**src/rtl/cpu_bus_pkg.sv**
```systemverilog
// rtl/cpu_bus_pkg.sv - shared state, owner and sizing definitions for CPU bus arbiters
package cpu_bus_pkg;

    localparam int BUS_WIDTH = 32;

    typedef enum logic [1:0] {
        IDLE  = 2'd0,
        FETCH = 2'd1,
        MEM   = 2'd2
    } bus_state_e;

    // Owner codes are port-generic so an I-cache/D-cache arbiter can share them.
    typedef enum logic [1:0] {
        OWNER_NONE  = 2'd0,
        OWNER_PORT0 = 2'd1,
        OWNER_PORT1 = 2'd2
    } grant_owner_e;

    function automatic grant_owner_e state_owner(input bus_state_e state);
        case (state)
            FETCH:   return OWNER_PORT0;
            MEM:     return OWNER_PORT1;
            default: return OWNER_NONE;
        endcase
    endfunction

    function automatic int counter_width(input int max_value);
        return (max_value < 1) ? 1 : $clog2(max_value + 1);
    endfunction

endpackage

```
**src/rtl/cpu_bus_arbiter_if.sv**
```systemverilog
// rtl/cpu_bus_arbiter_if.sv - fetch, memory-stage and bus signals around the arbiter
interface cpu_bus_arbiter_if;
    import cpu_bus_pkg::*;

    logic                 i_fetch_request;
    logic [BUS_WIDTH-1:0] i_fetch_address;
    logic                 o_fetch_ready;
    logic [BUS_WIDTH-1:0] o_fetch_rdata;

    logic                 i_mem_request;
    logic                 i_mem_rw;
    logic [BUS_WIDTH-1:0] i_mem_address;
    logic [BUS_WIDTH-1:0] i_mem_wdata;
    logic                 o_mem_ready;
    logic [BUS_WIDTH-1:0] o_mem_rdata;

    logic                 o_bus_request;
    logic                 o_bus_rw;
    logic [BUS_WIDTH-1:0] o_bus_address;
    logic [BUS_WIDTH-1:0] o_bus_wdata;
    logic                 i_bus_ready;
    logic [BUS_WIDTH-1:0] i_bus_rdata;

    logic                 o_error;

    // slave: the arbiter's view; master: the surrounding pipeline and bus slave
    modport slave (
        input  i_fetch_request, i_fetch_address,
        input  i_mem_request, i_mem_rw, i_mem_address, i_mem_wdata,
        input  i_bus_ready, i_bus_rdata,
        output o_fetch_ready, o_fetch_rdata, o_mem_ready, o_mem_rdata,
        output o_bus_request, o_bus_rw, o_bus_address, o_bus_wdata,
        output o_error
    );

    modport master (
        output i_fetch_request, i_fetch_address,
        output i_mem_request, i_mem_rw, i_mem_address, i_mem_wdata,
        output i_bus_ready, i_bus_rdata,
        input  o_fetch_ready, o_fetch_rdata, o_mem_ready, o_mem_rdata,
        input  o_bus_request, o_bus_rw, o_bus_address, o_bus_wdata,
        input  o_error
    );

endinterface

```
**src/rtl/cpu_bus_watchdog.sv**
```systemverilog
// rtl/cpu_bus_watchdog.sv - counts busy bus cycles and flags when TIMEOUT is reached
module cpu_bus_watchdog
    import cpu_bus_pkg::*;
#(
    parameter int TIMEOUT = 255
) (
    input  logic i_clock,
    input  logic i_reset_n,
    input  logic clear,
    input  logic enable,
    output logic expired
);

    localparam int               CNT_W = counter_width(TIMEOUT);
    localparam logic [CNT_W-1:0] LIMIT = CNT_W'(TIMEOUT);

    logic [CNT_W-1:0] count_q;
    logic [CNT_W-1:0] count_d;

    always_comb begin
        count_d = count_q;
        if (clear) begin
            count_d = '0;
        end else if (enable && (count_q != LIMIT)) begin
            count_d = count_q + 1'b1;
        end
    end

    always_ff @(posedge i_clock or negedge i_reset_n) begin
        if (!i_reset_n) begin
            count_q <= '0;
        end else begin
            count_q <= count_d;
        end
    end

    // Count is 0 in the first busy cycle, so expiry lands after TIMEOUT full cycles.
    assign expired = (TIMEOUT != 0) && enable && (count_q == LIMIT);

endmodule

```
**src/rtl/cpu_bus_arbiter.sv**
```systemverilog
// rtl/cpu_bus_arbiter.sv - two-master (fetch / memory stage) CPU bus arbiter with starvation guard and watchdog
module cpu_bus_arbiter
    import cpu_bus_pkg::*;
#(
    parameter int STARVE_LIMIT = 4,
    parameter int TIMEOUT      = 255
) (
    input  logic               i_clock,
    input  logic               i_reset_n,
    cpu_bus_arbiter_if.slave   bus
);

    localparam int                  STARVE_W   = counter_width(STARVE_LIMIT);
    localparam logic [STARVE_W-1:0] STARVE_MAX = STARVE_W'(STARVE_LIMIT);

    bus_state_e           state_q, state_d;
    logic [STARVE_W-1:0]  starve_q, starve_d;
    logic                 rw_q, rw_d;
    logic [BUS_WIDTH-1:0] addr_q, addr_d;
    logic [BUS_WIDTH-1:0] wdata_q, wdata_d;

    grant_owner_e owner;
    logic         active;
    logic         expired;
    logic         abort;
    logic         fetch_ready;
    logic         mem_ready;

    assign owner  = state_owner(state_q);
    assign active = (owner != OWNER_NONE);
    // A ready arriving on the expiry cycle still completes the transfer.
    assign abort  = expired && !bus.i_bus_ready;

    cpu_bus_watchdog #(
        .TIMEOUT (TIMEOUT)
    ) u_watchdog (
        .i_clock   (i_clock),
        .i_reset_n (i_reset_n),
        .clear     (!active),
        .enable    (active),
        .expired   (expired)
    );

    always_comb begin
        state_d  = state_q;
        starve_d = starve_q;
        rw_d     = rw_q;
        addr_d   = addr_q;
        wdata_d  = wdata_q;
        case (state_q)
            IDLE: begin
                if (bus.i_mem_request &&
                    !((starve_q == STARVE_MAX) && bus.i_fetch_request)) begin
                    state_d = MEM;
                    rw_d    = bus.i_mem_rw;
                    addr_d  = bus.i_mem_address;
                    wdata_d = bus.i_mem_wdata;
                    if (bus.i_fetch_request) begin
                        starve_d = (starve_q == STARVE_MAX) ? starve_q : starve_q + 1'b1;
                    end else begin
                        starve_d = '0;
                    end
                end else if (bus.i_fetch_request) begin
                    state_d  = FETCH;
                    rw_d     = 1'b0;
                    addr_d   = bus.i_fetch_address;
                    wdata_d  = '0;
                    starve_d = '0;
                end
            end
            FETCH, MEM: begin
                if (bus.i_bus_ready || abort) begin
                    state_d = IDLE;
                end
            end
            default: state_d = IDLE;
        endcase
    end

    always_ff @(posedge i_clock or negedge i_reset_n) begin
        if (!i_reset_n) begin
            state_q  <= IDLE;
            starve_q <= '0;
            rw_q     <= 1'b0;
            addr_q   <= '0;
            wdata_q  <= '0;
        end else begin
            state_q  <= state_d;
            starve_q <= starve_d;
            rw_q     <= rw_d;
            addr_q   <= addr_d;
            wdata_q  <= wdata_d;
        end
    end

    // A master that dropped its request mid-transfer gets neither ready nor data.
    assign fetch_ready = (owner == OWNER_PORT0) && bus.i_bus_ready && bus.i_fetch_request;
    assign mem_ready   = (owner == OWNER_PORT1) && bus.i_bus_ready && bus.i_mem_request;

    assign bus.o_fetch_ready = fetch_ready;
    assign bus.o_fetch_rdata = fetch_ready ? bus.i_bus_rdata : '0;
    assign bus.o_mem_ready   = mem_ready;
    assign bus.o_mem_rdata   = mem_ready ? bus.i_bus_rdata : '0;

    assign bus.o_bus_request = active && !abort;
    assign bus.o_bus_rw      = rw_q;
    assign bus.o_bus_address = addr_q;
    assign bus.o_bus_wdata   = wdata_q;
    assign bus.o_error       = abort;

endmodule
```
**src/flat_wrapper.sv**
```systemverilog
// flat-port wrapper written by rule: the top's interface ports become plain ports
module cpu_bus_arbiter_flat import cpu_bus_pkg::*;
#(
    parameter int STARVE_LIMIT = 4,
    parameter int TIMEOUT      = 255
)
  (i_clock, i_reset_n, bus_i_fetch_request, bus_i_fetch_address, bus_i_mem_request, bus_i_mem_rw, bus_i_mem_address, bus_i_mem_wdata, bus_i_bus_ready, bus_i_bus_rdata, bus_o_fetch_ready, bus_o_fetch_rdata, bus_o_mem_ready, bus_o_mem_rdata, bus_o_bus_request, bus_o_bus_rw, bus_o_bus_address, bus_o_bus_wdata, bus_o_error);
  cpu_bus_arbiter_if bus_i ();
  input  logic i_clock;
  input  logic i_reset_n;
  input wire logic [$bits(bus_i.i_fetch_request)-1:0] bus_i_fetch_request;
  input wire logic [$bits(bus_i.i_fetch_address)-1:0] bus_i_fetch_address;
  input wire logic [$bits(bus_i.i_mem_request)-1:0] bus_i_mem_request;
  input wire logic [$bits(bus_i.i_mem_rw)-1:0] bus_i_mem_rw;
  input wire logic [$bits(bus_i.i_mem_address)-1:0] bus_i_mem_address;
  input wire logic [$bits(bus_i.i_mem_wdata)-1:0] bus_i_mem_wdata;
  input wire logic [$bits(bus_i.i_bus_ready)-1:0] bus_i_bus_ready;
  input wire logic [$bits(bus_i.i_bus_rdata)-1:0] bus_i_bus_rdata;
  output wire logic [$bits(bus_i.o_fetch_ready)-1:0] bus_o_fetch_ready;
  output wire logic [$bits(bus_i.o_fetch_rdata)-1:0] bus_o_fetch_rdata;
  output wire logic [$bits(bus_i.o_mem_ready)-1:0] bus_o_mem_ready;
  output wire logic [$bits(bus_i.o_mem_rdata)-1:0] bus_o_mem_rdata;
  output wire logic [$bits(bus_i.o_bus_request)-1:0] bus_o_bus_request;
  output wire logic [$bits(bus_i.o_bus_rw)-1:0] bus_o_bus_rw;
  output wire logic [$bits(bus_i.o_bus_address)-1:0] bus_o_bus_address;
  output wire logic [$bits(bus_i.o_bus_wdata)-1:0] bus_o_bus_wdata;
  output wire logic [$bits(bus_i.o_error)-1:0] bus_o_error;
  assign bus_i.i_fetch_request = bus_i_fetch_request;
  assign bus_i.i_fetch_address = bus_i_fetch_address;
  assign bus_i.i_mem_request = bus_i_mem_request;
  assign bus_i.i_mem_rw = bus_i_mem_rw;
  assign bus_i.i_mem_address = bus_i_mem_address;
  assign bus_i.i_mem_wdata = bus_i_mem_wdata;
  assign bus_i.i_bus_ready = bus_i_bus_ready;
  assign bus_i.i_bus_rdata = bus_i_bus_rdata;
  assign bus_o_fetch_ready = bus_i.o_fetch_ready;
  assign bus_o_fetch_rdata = bus_i.o_fetch_rdata;
  assign bus_o_mem_ready = bus_i.o_mem_ready;
  assign bus_o_mem_rdata = bus_i.o_mem_rdata;
  assign bus_o_bus_request = bus_i.o_bus_request;
  assign bus_o_bus_rw = bus_i.o_bus_rw;
  assign bus_o_bus_address = bus_i.o_bus_address;
  assign bus_o_bus_wdata = bus_i.o_bus_wdata;
  assign bus_o_error = bus_i.o_error;
  cpu_bus_arbiter #(.STARVE_LIMIT(STARVE_LIMIT), .TIMEOUT(TIMEOUT)) u_core (.i_clock(i_clock), .i_reset_n(i_reset_n), .bus(bus_i));
endmodule
```
**config.mk**
```make
export PLATFORM = sky130hd
export DESIGN_NAME = cpu_bus_arbiter_flat
export DESIGN_NICKNAME = d
export VERILOG_FILES = /design/src/rtl/cpu_bus_pkg.sv /design/src/rtl/cpu_bus_arbiter_if.sv /design/src/rtl/cpu_bus_watchdog.sv /design/src/rtl/cpu_bus_arbiter.sv /design/src/flat_wrapper.sv
export SDC_FILE = /design/constraint.sdc
export NUM_CORES = 1
export LEC_CHECK = 0
export ABC_AREA = 1
export BUFFER_PORTS_ARGS = -buffer_cell sky130_fd_sc_hd__buf_2
export CAP_MARGIN = 20
export CORE_MARGIN = 10
export CORE_UTILIZATION = 38
export DETAILED_ROUTE_END_ITERATION = 7
export HOLD_SLACK_MARGIN = 0.05
export MAX_ROUTING_LAYER = met4
export PLACE_DENSITY = 0.78
export RECOVER_POWER = 100
export SLEW_MARGIN = 20
export SYNTH_ARGS = -nofsm -noshare
export SYNTH_HDL_FRONTEND = slang
export SYNTH_SLANG_ARGS = --single-unit
export TNS_END_PERCENT = 1
```
**constraint.sdc**
```tcl
create_clock -name i_clock -period 1.3 [get_ports i_clock]
set_input_delay 0.195 -clock i_clock [delete_from_list [all_inputs] [get_ports i_clock]]
set_output_delay 0.195 -clock i_clock [all_outputs]
set_load 0.02 [all_outputs]
```
==> impl_metrics.xml <==
<?xml version="1.0" encoding="UTF-8"?>
<metrics>
  <group name="timing">
    <metric name="hold_viol" unit="">0</metric>
    <metric name="rsz0062_at_grt" unit="">true</metric>
    <metric name="post_route_setup_slack" unit="ps">-585</metric>
    <metric name="min_period_over_period" unit="%">145</metric>
    <metric name="skew" unit="ps">16.2</metric>
    <metric name="maxSlewHeadroom" unit="%">51.5</metric>
    <metric name="hold_ws" unit="ps">63.9</metric>
    <metric name="final_slew_violations" unit="">0</metric>
    <metric name="layout_min_cycle_time" unit="ps">1890</metric>
    <metric name="max_slew.worst_pin.slew" unit="ps">728</metric>
    <metric name="fmax" unit="MHz">530</metric>
    <metric name="totalNegativeSetupSlack" unit="ps">-45950</metric>
    <metric name="report.final.setup_viol" unit="">145</metric>
  </group>
  <group name="die">
    <metric name="chipHeight" unit="um">121</metric>
    <metric name="boundaryPins" unit="">267</metric>
    <metric name="dieArea" unit="um2">14700</metric>
    <metric name="placement_rows" unit="">36</metric>
    <metric name="die_x_extent" unit="um">121</metric>
    <metric name="start_util" unit="%">39.4</metric>
    <metric name="design.core.area" unit="um2">9910</metric>
  </group>
  <group name="worst_setup_path">
    <metric name="critPathRequiredTime" unit="ps">1110</metric>
    <metric name="worstSetupEndpointType" unit="">output port</metric>
    <metric name="critical_path.max_stage_delay" unit="ps">440</metric>
    <metric name="worstRegToRegCells" unit="">7</metric>
    <metric name="critical_path.cell_chain" unit="">inv_2 &gt; ha_4 &gt; nand3_4 &gt; buf_12 &gt; buf_12 &gt; nor2_4 &gt; buf_6</metric>
    <metric name="cp_top_family" unit="">buffers and inverters</metric>
    <metric name="setup.worst_path.class" unit="">reg2out</metric>
    <metric name="critical_path.max_fanout" unit="">8</metric>
    <metric name="worst_ep_arrival_time" unit="ps">1690</metric>
    <metric name="worst-path-stages" unit="">7</metric>
    <metric name="critical_path.slowest_cell" unit="">sky130_fd_sc_hd__dfrtp_1</metric>
    <metric name="cp-startpoint" unit="">u_core.state_q[0]$_DFFE_PN0P_</metric>
    <metric name="startpoint_kind_of_the_worst_setup_timing_path" unit="">register</metric>
    <metric name="timing.critical_path.buf_inv" unit="">4</metric>
    <metric name="cp_common_cell" unit="">sky130_fd_sc_hd__buf_12</metric>
    <metric name="r2r_start" unit="">u_core.state_q[0]$_DFFE_PN0P_</metric>
  </group>
  <group name="min_path">
    <metric name="hp_start" unit="">bus_i_mem_wdata[10]</metric>
    <metric name="hold_depth" unit="">3</metric>
    <metric name="worst_hold_path_type" unit="">in2reg</metric>
  </group>
  <group name="route">
    <metric name="first_iter_violations" unit="">246</metric>
    <metric name="postRouteAntennaNets" unit="">0</metric>
    <metric name="drcViolationCount" unit="">0</metric>
    <metric name="routed_wl" unit="um">17500</metric>
    <metric name="route.vias.total" unit="">4753</metric>
    <metric name="drt-vias-per-instance" unit="">4.99</metric>
    <metric name="routedWlPerCell" unit="um">18.4</metric>
    <metric name="dr.pass1.iters" unit="">4</metric>
  </group>
  <group name="layout">
    <metric name="num-nets-final" unit="">954</metric>
    <metric name="multiInputGateArea" unit="um2">2180</metric>
    <metric name="syn_to_final_growth" unit="%">78.3</metric>
    <metric name="n_fill_cell" unit="">736</metric>
    <metric name="drive_gt1_share" unit="%">42.9</metric>
    <metric name="register_area" unit="um2">1950</metric>
    <metric name="fin_cells" unit="">953</metric>
  </group>
  <group name="logic_synthesis">
    <metric name="count_leader_synth" unit="">sky130_fd_sc_hd__nand2_1</metric>
    <metric name="flip_flop_and_latch_count_after_synthesis" unit="">78</metric>
    <metric name="syn_area_per_cell" unit="um2">7.46</metric>
    <metric name="synth_largest_area_cell" unit="">sky130_fd_sc_hd__dfrtp_1</metric>
    <metric name="synthCells" unit="">523</metric>
    <metric name="synth_enable_flop_cells" unit="">0</metric>
    <metric name="flip_flop_cell_with_the_highest_count_after_synthesis" unit="">sky130_fd_sc_hd__dfrtp_1</metric>
    <metric name="summed_instance_area_of_the_synthesized_netlist" unit="um2">3900</metric>
    <metric name="syn_nets" unit="">663</metric>
    <metric name="dominant_cells_by_area_after_synthesis" unit="">sky130_fd_sc_hd__dfrtp_1 (50%), sky130_fd_sc_hd__nand2_1 (12%), sky130_fd_sc_hd__nor2_1 (9.8%), sky130_fd_sc_hd__a21oi_1 (8.6%), sky130_fd_sc_hd__nand3_1 (6.0%)</metric>
    <metric name="ys.warnings.count" unit="">0</metric>
    <metric name="synth_async_sr_flop_share" unit="%">100</metric>
    <metric name="synthDistinctLibCells" unit="">21</metric>
    <metric name="synth_top_area_share" unit="%">50.0</metric>
    <metric name="synth_top_cells_by_count" unit="">sky130_fd_sc_hd__nand2_1 (121), sky130_fd_sc_hd__nor2_1 (102), sky130_fd_sc_hd__dfrtp_1 (78)</metric>
    <metric name="sequential_share_of_the_synthesized_area" unit="%">50.0</metric>
  </group>
  <group name="clocking">
    <metric name="htree_num_levels" unit="">3</metric>
    <metric name="source_to_sink_clock_delay_at_the_later_pin_of_the_worst_skew_pair" unit="ps">360</metric>
    <metric name="clk_transition_reported_paths" unit="ps">100</metric>
    <metric name="cts_buffers" unit="">9</metric>
    <metric name="cts_tree" unit="">built</metric>
    <metric name="clk_path_buf_depth" unit="">2</metric>
    <metric name="ctsRootBufferMaster" unit="">sky130_fd_sc_hd__clkbuf_8</metric>
    <metric name="numClockSinks" unit="">78</metric>
  </group>
  <group name="power">
    <metric name="power_density" unit="nW/um2">1860</metric>
    <metric name="combPwrFrac" unit="%">54.7</metric>
    <metric name="share_of_power_burned_in_registers" unit="%">32.0</metric>
    <metric name="power.net_switching" unit="W">0.00620</metric>
    <metric name="power.ir.vdd_worst" unit="mV">1.28</metric>
    <metric name="switching_fraction_of_total_power" unit="%">48.0</metric>
    <metric name="clock_power_share" unit="%">13.3</metric>
    <metric name="p_int" unit="W">0.00671</metric>
    <metric name="leakage" unit="nW">3.52</metric>
  </group>
  <group name="outcome">
    <metric name="status" unit="">finished with violations</metric>
    <metric name="failed_checks" unit="">setup timing</metric>
  </group>
  <group name="global_routing">
    <metric name="antenna_violations_before_repair" unit="">0</metric>
    <metric name="maximum_number_of_pins_on_one_net_before_global_route_repair" unit="">79</metric>
    <metric name="first_global_vias" unit="">5017</metric>
    <metric name="globalRouteTotalUtil" unit="%">22.7</metric>
    <metric name="global_route.overflow_total" unit="">0</metric>
    <metric name="wire_length_of_the_first_global_routing_pass" unit="um">26200</metric>
  </group>
  <group name="place">
    <metric name="post-dp-hpwl" unit="um">12400</metric>
    <metric name="place.detailed.instances" unit="">920</metric>
    <metric name="portBuffers" unit="">266</metric>
    <metric name="globalplace.congestion" unit="">0.964</metric>
  </group>
  <group name="run">
    <metric name="cap_viol_max_count" unit="">0</metric>
  </group>
</metrics>
logic make-up after synthesis:
| family | share of synthesized area [%] |
|---|---|
| flops | 50.0 |
| simple gates | 28.1 |
| buf+inv | 9.40 |
| compound gates | 10.5 |
| fa+ha+maj | 1.92 |
layout by cell type, fill, tap and decap left out, drive strengths merged:
cell,n
buf,235
clkinv,3
nand4,2
o21ai,9
a31oi,2
clkbuf,76
o22ai,1
or2,1
nand2,122
dfrtp,78
diode,1
nor2,102
ha,6
nand3,47
inv,56
bufbuf,2
o21bai,1
clkinvlp,1
dlygate4sd3,8
a21oi,67
metrics by stage:
step | area [um2] | total power (W) | worst slack [ps] | util, %
2_1_floorplan | 4500 | 0.00831 | -29.3 | -
3_3_place_gp | 6070 | 0.0107 | -135 | 61.3
3_5_place_dp | 6070 | 0.0109 | -167 | 61.3
4_1_cts | 6800 | 0.0130 | -533 | 68.6
5_1_grt | 6950 | 0.0138 | -664 | 70.2
6_report | 6960 | 0.0129 | -585 | 70.2
flip-flops by register name, indices dropped and copies added, names as in the netlist:
name / cells
u_core.starve_q: 3
u_core.state_q: 2
u_core.bus.o_bus_rw: 1
u_core.bus.o_bus_wdata: 32
u_core.bus.o_bus_address: 32
u_core.u_watchdog.count_q: 8
per-layer routing:
layer / vias up / share of wire, % / GRT usage (%)
li1: 2227 / - / -
met1: 2226 / 37 / 24.7
met2: 264 / 51 / 38.0
met3: 36 / 9.0 / 6.42
met4: 0 / 3.3 / 10.1
met5: - / 0 / -
layout make-up:
class                   instances  area share, %
inverters                      54           2.95
diodes                          1         0.0360
multi-input cells             360           31.3
flip-flops and latches         78           28.1
repair buffers                311           32.6
clock inverters                 6          0.629
clock buffers                  10           1.98
well taps                     133           2.39
worst register-to-register path, delay by kind of cell (launching register included):
family	cells	cell delay [ps]
fa+ha+maj	1	220
compound gates	2	230
simple gates	1	120
buf+inv	3	450
flops	1	440
final timing paths:
kind                                                            end  slack [ps]
setup / recovery                                bus_o_mem_rdata[16]        -590
hold / removal               u_core.bus.o_bus_wdata[10]$_DFFE_PN0P_          60
setup reg to reg            u_core.bus.o_bus_address[2]$_DFFE_PN0P_        -220
hold reg to reg              u_core.bus.o_bus_wdata[15]$_DFFE_PN0P_         490
max in group asynchronous  u_core.u_watchdog.count_q[3]$_DFFE_PN0P_         240
min in group asynchronous    u_core.bus.o_bus_wdata[24]$_DFFE_PN0P_         510
power groups by stage:
stage / logic (W) / clock network [W] / registers, W
after global routing: 0.00768 / 0.00187 / 0.00427
after floorplan: 0.00299 / 0 / 0.00532
final: 0.00706 / 0.00172 / 0.00414
after detailed placement: 0.00681 / 0 / 0.00410
after CTS: 0.00718 / 0.00175 / 0.00409
after global placement: 0.00664 / 0 / 0.00406
repair_timing:
item	CTS	global route
gates resized for setup	109	58
setup endpoints to repair	143	146
pin swaps	1	0
buffers inserted	4	0
endpoints found under the hold margin	83	2
hold buffers	6	2
cloned	4	0
(Power assumes the default switching activity.)
